File: config.mk
export PLATFORM = sky130hd
export DESIGN_NAME = axi_gran_burst_merger_resp
export DESIGN_NICKNAME = d
export VERILOG_FILES = /design/src/rtl/axi_gran_pkg.sv /design/src/rtl/axi_gran_resp_reg.sv /design/src/rtl/axi_gran_burst_merger_resp.sv
export SDC_FILE = /design/constraint.sdc
export NUM_CORES = 1
export LEC_CHECK = 0
export CAP_MARGIN = 0
export CORE_MARGIN = 5
export CORE_UTILIZATION = 40
export CTS_CLUSTER_DIAMETER = 80
export DETAILED_ROUTE_END_ITERATION = 16
export PLACE_DENSITY = 0.8
export SETUP_SLACK_MARGIN = 0.05
export SLEW_MARGIN = 20
export SYNTH_ARGS = -nofsm -noshare
export SYNTH_HDL_FRONTEND = slang
export SYNTH_SLANG_ARGS = --single-unit
File: constraint.sdc
create_clock -name clk_i -period 3 [get_ports clk_i]
set_input_delay 0.45 -clock clk_i [delete_from_list [all_inputs] [get_ports clk_i]]
set_output_delay 0.45 -clock clk_i [all_outputs]
set_load 0.005 [all_outputs]
File: src/rtl/axi_gran_pkg.sv
// Shared types and helpers for the granular burst splitter / merger pair.
// Remaining-length values are AXI len encoded (beats - 1).
package axi_gran_pkg;

    typedef logic [8:0] num_beats_t;

    localparam int unsigned DefIdWidth = 4;

    localparam logic [1:0] RespOkay   = 2'b00;
    localparam logic [1:0] RespExOkay = 2'b01;
    localparam logic [1:0] RespSlvErr = 2'b10;
    localparam logic [1:0] RespDecErr = 2'b11;

    typedef struct packed {
        logic [DefIdWidth-1:0] id;
        logic [1:0]            resp;
        logic                  user;
    } axi_b_chan_t;

    typedef struct packed {
        logic [DefIdWidth-1:0] id;
        logic [31:0]           data;
        logic [1:0]            resp;
        logic                  last;
        logic                  user;
    } axi_r_chan_t;

    typedef enum logic {
        BIdle,
        BHold
    } b_state_e;

    function automatic num_beats_t max_beats(input logic [7:0] len_limit);
        return {1'b0, len_limit} + 9'd1;
    endfunction

    // The looked-up sub-burst is the final one when its remaining beats fit in one split.
    function automatic logic is_last_sub(input logic [7:0] cnt_len, input logic [7:0] limit);
        return ({1'b0, cnt_len} + 9'd1) <= max_beats(limit);
    endfunction

    function automatic logic [1:0] merge_resp(input logic [1:0] resp, input logic sticky_err);
        if (resp[1]) return resp;
        return sticky_err ? RespSlvErr : resp;
    endfunction

endpackage

File: src/rtl/axi_gran_resp_reg.sv
// One-entry valid/ready output register; accepts a new entry in the cycle the old one drains.
module axi_gran_resp_reg #(
    parameter type data_t = logic
) (
    input  logic  clk_i,
    input  logic  rst_ni,
    input  logic  valid_i,
    output logic  ready_o,
    input  data_t data_i,
    output logic  valid_o,
    input  logic  ready_i,
    output data_t data_o
);

    logic  valid_q, valid_d;
    data_t data_q, data_d;

    assign ready_o = rst_ni && (!valid_q || ready_i);
    assign valid_o = valid_q;
    assign data_o  = data_q;

    always_comb begin
        valid_d = valid_q;
        data_d  = data_q;
        if (valid_i && ready_o) begin
            valid_d = 1'b1;
            data_d  = data_i;
        end else if (ready_i) begin
            valid_d = 1'b0;
        end
    end

    always_ff @(posedge clk_i or negedge rst_ni) begin
        if (!rst_ni) begin
            valid_q <= 1'b0;
            data_q  <= '0;
        end else begin
            valid_q <= valid_d;
            data_q  <= data_d;
        end
    end

endmodule

File: src/rtl/axi_gran_burst_merger_resp.sv
// Merges split-burst B/R responses back into one upstream response stream per original
// burst, using the per-ID remaining-length counters kept by the Ax-side splitter.
module axi_gran_burst_merger_resp
    import axi_gran_pkg::*;
#(
    parameter int unsigned IdWidth  = DefIdWidth,
    parameter type         id_t     = logic [IdWidth-1:0],
    parameter type         b_chan_t = axi_b_chan_t,
    parameter type         r_chan_t = axi_r_chan_t
) (
    input  logic       clk_i,
    input  logic       rst_ni,
    input  logic [7:0] len_limit_i,
    input  b_chan_t    b_i,
    input  logic       b_valid_i,
    output logic       b_ready_o,
    output b_chan_t    b_o,
    output logic       b_valid_o,
    input  logic       b_ready_i,
    input  r_chan_t    r_i,
    input  logic       r_valid_i,
    output logic       r_ready_o,
    output r_chan_t    r_o,
    output logic       r_valid_o,
    input  logic       r_ready_i,
    output id_t        w_cnt_id_o,
    input  logic [7:0] w_cnt_len_i,
    output logic       w_cnt_set_err_o,
    input  logic       w_cnt_err_i,
    output logic       w_cnt_dec_o,
    output logic       w_cnt_req_o,
    input  logic       w_cnt_gnt_i,
    output id_t        r_cnt_id_o,
    input  logic [7:0] r_cnt_len_i,
    output logic       r_cnt_dec_o,
    output logic       r_cnt_req_o,
    input  logic       r_cnt_gnt_i
);

    b_state_e b_state_q, b_state_d;
    b_chan_t  b_q, b_d;

    assign b_valid_o = (b_state_q == BHold);
    assign b_o       = b_q;

    always_comb begin
        b_state_d       = b_state_q;
        b_d             = b_q;
        b_ready_o       = 1'b0;
        w_cnt_req_o     = 1'b0;
        w_cnt_id_o      = '0;
        w_cnt_dec_o     = 1'b0;
        w_cnt_set_err_o = 1'b0;
        case (b_state_q)
            BIdle: begin
                if (b_valid_i) begin
                    w_cnt_req_o = 1'b1;
                    w_cnt_id_o  = b_i.id;
                    if (w_cnt_gnt_i) begin
                        b_ready_o   = 1'b1;
                        w_cnt_dec_o = 1'b1;
                        if (is_last_sub(w_cnt_len_i, len_limit_i)) begin
                            b_d       = b_i;
                            b_d.resp  = merge_resp(b_i.resp, w_cnt_err_i);
                            b_state_d = BHold;
                        end else begin
                            // Intermediate B is swallowed; its error survives in the counter.
                            w_cnt_set_err_o = b_i.resp[1];
                        end
                    end
                end
            end
            BHold: begin
                if (b_ready_i) b_state_d = BIdle;
            end
            default: b_state_d = BIdle;
        endcase
    end

    always_ff @(posedge clk_i or negedge rst_ni) begin
        if (!rst_ni) begin
            b_state_q <= BIdle;
            b_q       <= '0;
        end else begin
            b_state_q <= b_state_d;
            b_q       <= b_d;
        end
    end

    // Only beats closing a downstream sub-burst need the counter to decide on upstream last.
    logic    r_sub_last;
    logic    r_reg_ready;
    logic    r_reg_valid;
    r_chan_t r_fwd;

    assign r_sub_last  = r_valid_i && r_i.last;
    assign r_cnt_req_o = r_sub_last;
    assign r_cnt_id_o  = r_sub_last ? r_i.id : '0;
    assign r_reg_valid = r_valid_i && (!r_i.last || r_cnt_gnt_i);
    assign r_ready_o   = r_reg_ready && (!r_sub_last || r_cnt_gnt_i);
    assign r_cnt_dec_o = r_sub_last && r_cnt_gnt_i && r_reg_ready;

    always_comb begin
        r_fwd      = r_i;
        r_fwd.last = r_i.last && is_last_sub(r_cnt_len_i, len_limit_i);
    end

    axi_gran_resp_reg #(
        .data_t (r_chan_t)
    ) i_r_reg (
        .clk_i   (clk_i),
        .rst_ni  (rst_ni),
        .valid_i (r_reg_valid),
        .ready_o (r_reg_ready),
        .data_i  (r_fwd),
        .valid_o (r_valid_o),
        .ready_i (r_ready_i),
        .data_o  (r_o)
    );

    a_limit_stable: assert property (@(posedge clk_i) disable iff (!rst_ni)
        (b_valid_i || r_valid_i) |-> $stable(len_limit_i));
    a_b_stable: assert property (@(posedge clk_i) disable iff (!rst_ni)
        (b_valid_o && !b_ready_i) |=> $stable(b_o));
    a_r_stable: assert property (@(posedge clk_i) disable iff (!rst_ni)
        (r_valid_o && !r_ready_i) |=> $stable(r_o));

endmodule
Word level (Yosys, flattened, before mapping)
Cells that the tools add are included.

Bitwise operators: 1. $lt $le $gt $ge: 2. Muxes and demuxes: 27. $add $sub $neg: 3. Reductions and logical operators: 16.

Operator list (count): $add A8 B1 Y9 const B (3); $mux W1 (20); $le A9 B9 Y1 (2); $mux W4 (3); $logic_and A1 B1 Y1 (8); $mux W2 (3); $reduce_and A4 Y1 (1); $logic_not A1 Y1 (3); $logic_or A1 B1 Y1 (3); $pmux W1 S2 (1); $reduce_bool A2 Y1 (1); $not A1 Y1 (1).

Output and inout port bits: 64. Input bits: 80. Word-level logic and storage cells: 59. Bits in registers: 49.

Depth between registers and ports, before layout
Depth after elaboration: 7. Mapped depth: 12. Depth with buffers taken out: 11.

Modules after synthesis
From an unflattened synthesis, not the netlist that was laid out.

Cells, all modules: 234. Area, all modules: 2802.7 µm².

By module, submodules not included: axi_gran_resp_reg (sequential area each 1026.0 µm², times used 1, cells an instance 90, area each 1595.3 µm²); axi_gran_burst_merger_resp (sequential area each 200.2 µm², times used 1, cells an instance 144, area each 1207.4 µm²).

Worst setup path after synthesis
Ideal clock, no wire load.

Path kind: in2reg. Start: input len_limit_i[0]. End: register b_q, in the netlist b_o[0]. Setup slack: 368 ps. Data arrival time: 2506 ps. Required time: 2875 ps. Stages: 11. Cells stage by stage: ha_1 > nand3_1 > nor2_1 > nand3_1 > ha_1 > nand4_1 > or4_1 > o31ai_1 > and2_1 > buf_6 > mux2_4.

Longest elaborated chain between the ends: 3.

Ends and longest elaborated chain: from (decl) (line axi_gran_burst_merger_resp.sv:13) `input logic [7:0] len_limit_i,`; $add A8 B1 Y9 (line axi_gran_pkg.sv:34) `return {1'b0, len_limit} + 9'd1;`; $le A9 B9 Y1 (line axi_gran_pkg.sv:39) `return ({1'b0, cnt_len} + 9'd1) <= max_beats(limit);`; $reduce_and A4 Y1 (no line); to (signal assigned) (line axi_gran_burst_merger_resp.sv:83) `b_q <= '0;`; to (signal assigned) (line axi_gran_burst_merger_resp.sv:86) `b_q <= b_d;`; to (decl) (line axi_gran_burst_merger_resp.sv:41) `b_chan_t b_q, b_d;`.

No other way between the ends. A chain may end at the register's enable or synchronous reset.

Worst setup path after layout
Start: input len_limit_i[1]. End: register b_q, in the netlist b_o[4].

The elaborated chain is that of the path after synthesis.

==> impl_metrics.tcl <==
set metrics [dict create \
    status "complete, no violations" \
    start_kind "primary input" \
    area_delta_synth_final_pct 80.7 \
    tns_ns 0 \
    clkTransAtPathRegs_ns 0.09 \
    skew_ns 0.00306 \
    rsz0062_at_grt "true" \
    path_max_fanout 7 \
    drtAntennaViolNets 0 \
    arrival_ns 3.13 \
    core_sq_um 6680 \
    io_pins 144 \
    period_share_pct 98.1 \
    grt_pass1_wl_microns 13900 \
    place.gp.congestion 0.864 \
    tritoncts "yes" \
    vias 2567 \
    cts.htree.levels 2 \
    drc 0 \
    rows 30 \
    critPathKind "in2reg" \
    preCtsSetupSlack_ns -0.638 \
    hold_viol_final 0 \
    worstPathCellList "buf_6 > ha_4 > nand3_4 > xor2_2 > ha_1 > nand4_1 > nor2_1 > nor2_2 > a2111oi_4 > o31ai_4 > buf_4 > buf_4 > buf_4 > and2_4 > mux2_4" \
    clkPwrFrac_pct 21.7 \
    final_common_cell "clkdlybuf4s50_1" \
    p_switching_uw 586 \
    syn_inst 232 \
    cts_root_buf "clkbuf_8" \
    combPwrFrac_pct 39.3 \
    die_w_microns 92.1 \
    yosysWarnings 0 \
    wirelength_microns 8890 \
    clock-sinks 49 \
    hpwl_microns 6620 \
    cpMaxStageDelayCell "a2111oi_4" \
    firstDrtPassIters 4 \
    synth_ff_type "dfrtp_1" \
    worst-slew-pin-transition_ns 0.630 \
    nFillCells 494 \
    power_uw 2250 \
    drtIter0Drc 40 \
    synth-edff-count 0 \
    clock_latency_ns 0.29 \
    io_buffers 143 \
    nets 524 \
    vias_per_cell 5.07 \
    cap_violations 0 \
    grt_overflow 0 \
    synth_cell_types 34 \
    max_stage_delay_ns 0.40 \
    fin_crit_ns 2.94 \
    p_seq_share_pct 39.0 \
    post_drt_wl_per_cell_microns 17.6 \
    reg2reg_slack_ns 1.42 \
    syn_area_sq_um 2690 \
    netSwitchingFraction_pct 26.0 \
    fmaxAchievable_mhz 340 \
    yosysSeqAreaShare_pct 45.5 \
    ir_drop_uv 286 \
    synthArstFlopShare_pct 100 \
    finalWorstSetupSlack_ns 0.0578 \
    worstSetupEndpointType "register" \
    antenna_found_initial 0 \
    antenna_cells 0 \
    track_usage_pct 20.6 \
    syn_nets 331 \
    layout_common_cells "clkdlybuf4s50_1, dfrtp_1, buf_4" \
    cp_common_cell "buf_4" \
    drive_gt1_share_pct 32.9 \
    powerDensity_nw_per_um2 463 \
    grt_pass1_vias 2805 \
    setup_viol 0 \
    cellLeakagePower_uw 0.00213 \
    cts_made_buffers 5 \
    dieArea_sq_um 8480 \
    ys_seq_elements 49 \
    synth_area_leaders "dfrtp_1, mux2_2, ha_1" \
    yosys.area.top_type_share_pct 45.5 \
    slew_headroom_pct 58.0 \
    p_int_uw 1670 \
    clock_path_buffers 2 \
    start_util_pct 40.3 \
    drv_slew 0 \
    yosysTopAreaCell "dfrtp_1" \
    avgSynthCellArea_sq_um 11.6 \
    required_ns 3.18 \
    die_h_microns 92.1 \
    grt_max_degree 50 \
    hp-class "in2async" \
]
## final timing paths
path                                 endpoint              start  cells after the start
max in group asynchronous  i_r_reg.data_o[29]             rst_ni                      2
max reg2reg                i_r_reg.data_o[31]    i_r_reg.valid_o                      5
min reg2reg                 i_r_reg.data_o[1]  i_r_reg.data_o[1]                      2
min in group clk_i          i_r_reg.data_o[1]  i_r_reg.data_o[1]                      2
min                         i_r_reg.data_o[4]             rst_ni                      2
max                                    b_o[4]     len_limit_i[1]                     15
## timing repair
action | in CTS | in global routing
endpoints found under the setup margin | 9 | 9
setup buffers | 11 | 4
pin swaps | 23 | 18
resized for setup | 57 | 34
hold buffers | 0 | 0
## state kept, by name, indices dropped and copies added (netlist names)
name / count
b_o: 7
b_valid_o: 1
i_r_reg.valid_o: 1
i_r_reg.data_o: 40
## worst max-delay path: cells and delay by family
| family | cells | cell delay (ns) |
|---|---|---|
| xor+xnor | 1 | 0.19 |
| simple gates | 5 | 0.71 |
| mux | 1 | 0.30 |
| fa+ha+maj | 2 | 0.46 |
| compound gates | 2 | 0.51 |
| buf+inv | 4 | 0.48 |
## kinds of logic after synthesis
group           share of synthesized area (%)
compound gates                           6.41
simple gates                             12.2
xor+xnor                                 5.20
buf+inv                                  2.37
mux                                      19.5
fa+ha+maj                                8.82
flops                                    45.5
## synthesized netlist by cell type (4+ instances only)
library cell	n
dfrtp_1	49
mux2_2	39
ha_1	19
nand2_1	15
nand3_1	10
nor2_1	10
xnor2_1	9
and2_1	8
inv_1	8
a21oi_1	7
xor2_1	7
and3_1	6
mux2_4	5
buf_1	4
o21a_1	4
o21ai_0	4
## per-layer routing
metal	vias up	track usage, %	routed length, microns
met5	-	0	0
met4	0	7.43	320
met3	29	4.84	495
met2	94	38.8	4830
met1	1236	22.3	3240
li1	1208	-	-
## stage by stage
| stage | util, % | std cells | instance area (sq um) | hold slack [ns] |
|---|---|---|---|---|
| floorplan | - | 232 | 2690 | 0.154 |
| detailed placement | 66.6 | 484 | 4450 | 0.475 |
| CTS | 71.9 | 503 | 4800 | 0.311 |
| finish | 72.8 | 506 | 4870 | 0.290 |
| global route | 72.8 | 506 | 4870 | 0.346 |
| global placement | 66.6 | 484 | 4450 | 0.463 |
## area by class of cell
| class | instances | area (sq um) | area share (%) |
|---|---|---|---|
| Multi-Input combinational cell | 169 | 1630 | 33.6 |
| Timing Repair Buffer | 192 | 1760 | 36.2 |
| Clock inverter | 1 | 30.0 | 0.617 |
| Tap cell | 80 | 100 | 2.06 |
| Inverter | 8 | 30.0 | 0.617 |
| Sequential cell | 49 | 1230 | 25.2 |
| Clock buffer | 7 | 86.3 | 1.77 |
## power groups by stage
stage / clock network, uW / registers, uW / logic (uW)
after floorplan: 0 / 901 / 260
after global placement: 0 / 882 / 809
after detailed placement: 0 / 893 / 827
after CTS: 503 / 881 / 869
after global routing: 535 / 901 / 951
final: 489 / 879 / 886
Note: power is estimated with default switching activity, not from simulation.
